[src/rtl/soc_pkg.sv]
// Shared SoC register constants: timer register addresses and CTRL bit positions.
package soc_pkg;

  typedef enum logic [1:0] {
    ADDR_CTRL   = 2'd0,
    ADDR_STATUS = 2'd1,
    ADDR_RELOAD = 2'd2,
    ADDR_COUNT  = 2'd3
  } reg_addr_e;

  localparam int unsigned CTRL_EN   = 0;
  localparam int unsigned CTRL_AUTO = 1;
  localparam int unsigned CTRL_IE   = 2;

  localparam int unsigned STATUS_EXP = 0;

endpackage

[src/rtl/ce_timer_if.sv]
// Register bus between a bus master and the ce_timer slave, plus the interrupt line.
interface ce_timer_if #(
  parameter int unsigned WIDTH = 16
);
  logic [1:0]       addr;
  logic             we;
  logic             re;
  logic [WIDTH-1:0] wdata;
  logic [WIDTH-1:0] rdata;
  logic             irq;

  modport master (output addr, output we, output re, output wdata, input rdata, input irq);
  modport slave  (input addr, input we, input re, input wdata, output rdata, output irq);
endinterface

[src/rtl/ce_timer.sv]
// Down-counting timer clocked by an external clock-enable strobe, with a
// four-register slave port, sticky expiry flag and level interrupt.
module ce_timer
  import soc_pkg::*;
#(
  parameter int unsigned WIDTH = 16
) (
  input  logic        i_clk,
  input  logic        i_rst,
  input  logic        i_ce,
  ce_timer_if.slave   bus
);

  logic             en, auto_mode, ie, exp_flag;
  logic [WIDTH-1:0] reload, count;

  logic             en_n, auto_n, ie_n, exp_n;
  logic [WIDTH-1:0] reload_n, count_n, rdata_sel;

  logic ctrl_wr, status_wr, reload_wr, count_wr;
  logic tick, expire, oneshot_stop, arm;

  always_comb begin
    ctrl_wr   = bus.we && (reg_addr_e'(bus.addr) == ADDR_CTRL);
    status_wr = bus.we && (reg_addr_e'(bus.addr) == ADDR_STATUS);
    reload_wr = bus.we && (reg_addr_e'(bus.addr) == ADDR_RELOAD);
    count_wr  = bus.we && (reg_addr_e'(bus.addr) == ADDR_COUNT);

    tick         = en && i_ce;
    expire       = tick && (count == '0);
    oneshot_stop = expire && !auto_mode;
    // EN that is about to self-clear counts as 0 for arming purposes.
    arm          = ctrl_wr && bus.wdata[CTRL_EN] && (!en || oneshot_stop);

    en_n     = en;
    auto_n   = auto_mode;
    ie_n     = ie;
    exp_n    = exp_flag;
    reload_n = reload;
    count_n  = count;

    if (oneshot_stop) en_n = 1'b0;
    if (ctrl_wr) begin
      en_n   = bus.wdata[CTRL_EN];
      auto_n = bus.wdata[CTRL_AUTO];
      ie_n   = bus.wdata[CTRL_IE];
    end

    if (status_wr && bus.wdata[STATUS_EXP]) exp_n = 1'b0;
    if (expire) exp_n = 1'b1;

    if (reload_wr) reload_n = bus.wdata;

    if (tick) begin
      if (count != '0) count_n = count - 1'b1;
      else if (auto_mode) count_n = reload;
    end
    if (arm) count_n = reload;
    if (count_wr) count_n = bus.wdata;

    rdata_sel = '0;
    case (reg_addr_e'(bus.addr))
      ADDR_CTRL: begin
        rdata_sel[CTRL_EN]   = en;
        rdata_sel[CTRL_AUTO] = auto_mode;
        rdata_sel[CTRL_IE]   = ie;
      end
      ADDR_STATUS: rdata_sel[STATUS_EXP] = exp_flag;
      ADDR_RELOAD: rdata_sel = reload;
      ADDR_COUNT:  rdata_sel = count;
      default:     rdata_sel = '0;
    endcase
  end

  always_ff @(posedge i_clk) begin
    if (i_rst) begin
      en        <= 1'b0;
      auto_mode <= 1'b0;
      ie        <= 1'b0;
      exp_flag  <= 1'b0;
      reload    <= '0;
      count     <= '0;
      bus.rdata <= '0;
    end else begin
      en        <= en_n;
      auto_mode <= auto_n;
      ie        <= ie_n;
      exp_flag  <= exp_n;
      reload    <= reload_n;
      count     <= count_n;
      if (bus.re) bus.rdata <= rdata_sel;
    end
  end

  assign bus.irq = ie && exp_flag;

endmodule
[src/flat_wrapper.sv]
// flat-port wrapper written by rule: the top's interface ports become plain ports
module ce_timer_flat import soc_pkg::*;
#(
  parameter int unsigned WIDTH = 16
)
  (i_clk, i_rst, i_ce, bus_addr, bus_we, bus_re, bus_wdata, bus_rdata, bus_irq);
  ce_timer_if #(.WIDTH(WIDTH)) bus_i ();
  input  logic i_clk;
  input  logic i_rst;
  input  logic i_ce;
  input wire logic [$bits(bus_i.addr)-1:0] bus_addr;
  input wire logic [$bits(bus_i.we)-1:0] bus_we;
  input wire logic [$bits(bus_i.re)-1:0] bus_re;
  input wire logic [$bits(bus_i.wdata)-1:0] bus_wdata;
  output wire logic [$bits(bus_i.rdata)-1:0] bus_rdata;
  output wire logic [$bits(bus_i.irq)-1:0] bus_irq;
  assign bus_i.addr = bus_addr;
  assign bus_i.we = bus_we;
  assign bus_i.re = bus_re;
  assign bus_i.wdata = bus_wdata;
  assign bus_rdata = bus_i.rdata;
  assign bus_irq = bus_i.irq;
  ce_timer #(.WIDTH(WIDTH)) u_core (.i_clk(i_clk), .i_rst(i_rst), .i_ce(i_ce), .bus(bus_i));
endmodule
[config.mk]
export PLATFORM = sky130hd
export DESIGN_NAME = ce_timer_flat
export DESIGN_NICKNAME = d
export VERILOG_FILES = /design/src/rtl/soc_pkg.sv /design/src/rtl/ce_timer_if.sv /design/src/rtl/ce_timer.sv /design/src/flat_wrapper.sv
export SDC_FILE = /design/constraint.sdc
export NUM_CORES = 1
export LEC_CHECK = 0
export CAP_MARGIN = 40
export CORE_MARGIN = 2
export CORE_UTILIZATION = 49
export DETAILED_ROUTE_END_ITERATION = 6
export GPL_ROUTABILITY_DRIVEN = 0
export PLACE_DENSITY_LB_ADDON = 0.1
export SETUP_SLACK_MARGIN = 0.4
export SYNTH_ARGS = -nofsm -noshare
export SYNTH_HDL_FRONTEND = slang
export SYNTH_SLANG_ARGS = --single-unit
[constraint.sdc]
create_clock -name i_clk -period 1.9 [get_ports i_clk]
set_input_delay 0.19 -clock i_clk [delete_from_list [all_inputs] [get_ports i_clk]]
set_output_delay 0.19 -clock i_clk [all_outputs]
set_load 0.05 [all_outputs]
==> metrics.yaml <==
logic_synthesis:
  synth_cells: 335
  avgSynthCellArea_um2: 8.18
  yosysTopAreaCell: "dfxtp_1"
  netlist_top_cells_area: "dfxtp_1 (38%), nand2_1 (7.5%), a21oi_1 (6.8%)"
  yosysMostFrequentCell: "nand2_1"
  async_flop_share_pct: 0
  ys_warn_count: 0
  synth_commonest_cells: "nand2_1 (55), dfxtp_1 (52), a21oi_1 (37)"
  ys_seq_area_share_pct: 38.0
  yosys_most_used_dff: "dfxtp_1"
  synth_area_um2: 2740
  synth_edf_count: 0
  yosys.area.top_type_share_pct: 38.0
  synth_cell_types: 47
  synth_seq_cells: 52
  synth.net_count: 360
detailed_routing:
  firstDrtPassIters: 5
  detail-route-antenna-nets: 0
  post_drt_wl_per_cell_um: 18.1
  drtIter0Drc: 228
  drc: 0
  drt-total-wl_mm: 8.60
  vias: 2734
  drt-vias-per-instance: 5.74
place:
  dp.cells: 454
  hpwlAfterDp_mm: 5.34
  io_buffer_count: 39
  dpl_cell_area_um2: 3400
outcome:
  violations: "setup timing"
  status: "finished with violations"
cts:
  insertion_delay_ns: 0.32
  postCtsHoldBufs: 0
  cts_tree: "built"
  clock_path_buffers: 2
  cts_root_buf: "clkbuf_8"
  cts_buffers: 5
  clkTransAtPathRegs_ns: 0.10
  htreeDepth: 2
  cts.sinks: 52
layout:
  final_core_util_pct: 72.1
  drive_gt1_share_pct: 28.2
  fillers: 430
  stdcell_area_um2: 3920
  multiInputGateArea_um2: 1820
  seqCellArea_um2: 1050
  final_cells: 476
  area_growth_pct: 43.2
  final_nets: 428
  n_antenna_cell: 0
die:
  die_y_um: 78.8
  start_util_pct: 50.4
  die_area_um2: 6210
  die_width_um: 78.8
  io_pins: 40
  core-area_um2: 5440
  rows: 27
worst_setup_path:
  path_class: "register to register"
  crit_required_ns: 2.14
  startpoint_type: "register"
  path_max_fanout: 7
  worstPathArrival_ns: 2.20
  crit_path_end_kind: "register"
grt:
  first_global_vias: 2582
  grt_usage_pct: 28.1
  grt_pass1_wl_mm: 13.3
  grt_overflow: 0
  grt_max_degree: 37
  antenna_found_initial: 0
sta:
  timing.fmax_mhz: 511
  hold_viol: 0
  slew_viol_final: 0
  finalCritPeriodShare_pct: 103
  tightest_slew_ns: 0.593
  finalSetupViolCount: 12
  skew_ns: 0.00591
  finalCriticalPeriod_ns: 1.96
  rsz0062_at_grt: "yes"
  slew_headroom_pct: 60.4
  setup_slack_ns: -0.0556
power:
  p_per_area_nw_per_um2: 778
  peakVddDrop_mv: 0.568
  total_leakage_power_nw: 1.56
job:
  maxCapViolCount: 0
hold_path:
  hp-class: "input pin to register"
[metal layers]
metal | part of all wire [%] | vias to the layer above | track usage (%) | routed length (um)
li1 | - | 1322 | - | -
met1 | 45 | 1278 | 36.9 | 3830
met2 | 47 | 114 | 44.6 | 4060
met3 | 5.8 | 20 | 5.91 | 503
met4 | 2.4 | 0 | 12.3 | 205
met5 | 0 | - | 0 | 0
[cell usage in the layout, fill, tap and decap left out, drive strengths merged, types with 3 or more instances in the layout]
master / instances
nor4: 3
nor2b: 14
dlygate4sd2: 16
clkdlybuf4s50: 22
inv: 3
o211ai: 11
buf: 45
clkbuf: 6
dfxtp: 52
nor3b: 3
xor2: 4
nand4: 3
and3: 5
nand2: 55
and2: 4
mux2: 13
o21ai: 21
xnor2: 7
nor2: 24
a21oi: 37
nand3: 8
a31oi: 11
a221oi: 4
mux2i: 5
[stage by stage]
step	TNS (ns)	power (mW)	setup WS [ns]	hold slack [ns]
after floorplan	0	1.74	0.0986	0.326
after global placement	-0.504	2.01	-0.0889	0.456
after detailed placement	-2.04	2.02	-0.115	0.465
after CTS	0	2.94	0.00964	0.452
after global routing	-1.40	3.18	-0.110	0.454
final	-0.377	3.05	-0.0556	0.448
[worst max-delay path, cell delays in order, from the launching register on]
cell and delay [ns]:
dfxtp_4 0.38, inv_4 0.07, ha_4 0.13, nor4b_4 0.21, nand4_1 0.20, nor2_2 0.20
o221ai_4 0.22, buf_6 0.21, buf_16 0.14, a31oi_1 0.13
[flip-flops by register name, indices dropped and copies added, names as in the netlist]
| register | count |
|---|---|
| u_core.en | 1 |
| u_core.ie | 1 |
| u_core.auto_mode | 1 |
| u_core.bus.rdata | 16 |
| u_core.count | 16 |
| u_core.reload | 16 |
| u_core.exp_flag | 1 |
[timing repair]
action / CTS / global route
gates resized for setup: 58 / 31
buffers inserted: 6 / 3
cloned: 4 / 1
pin swaps: 9 / 7
endpoints found under the setup margin: 50 / 29
[area by class of cell]
cell class | count | share of cell area [%]
sequential | 52 | 26.8
clock inverter | 3 | 1.08
tap | 72 | 2.30
multi-input combinational | 256 | 46.5
timing repair buffer | 85 | 21.2
clock buffer | 5 | 1.75
inverter | 3 | 0.478
[where the power goes]
part	internal [mW]	switching [mW]	total (mW)
combinational	0.529	0.521	1.05
sequential	1.14	0.0749	1.22
clock	0.390	0.395	0.785
[logic make-up after synthesis]
| kind of cell | count (synthesis) | share of synthesized area (%) |
|---|---|---|
| flip-flops | 52 | 38.0 |
| buffers and inverters | 28 | 4.25 |
| AND/OR/NAND/NOR | 133 | 25.9 |
| multiplexers | 19 | 7.99 |
| XOR/XNOR | 11 | 3.52 |
| AO/OA/AOI/OAI | 90 | 19.5 |
| adder cells (fa/ha/maj) | 2 | 0.913 |
[path summary, 6_finish.rpt]
path / cells past startpoint / slack, ns / startpoint / end
max: 9 / -0.06 / u_core.count[0] / u_core.count[0]
min: 3 / 0.45 / bus_wdata[3] / u_core.reload[3]
max reg2reg: 9 / -0.06 / u_core.count[0] / u_core.count[0]
min reg2reg: 2 / 0.48 / u_core.reload[9] / u_core.reload[9]
Note: power is estimated with default switching activity, not from simulation.
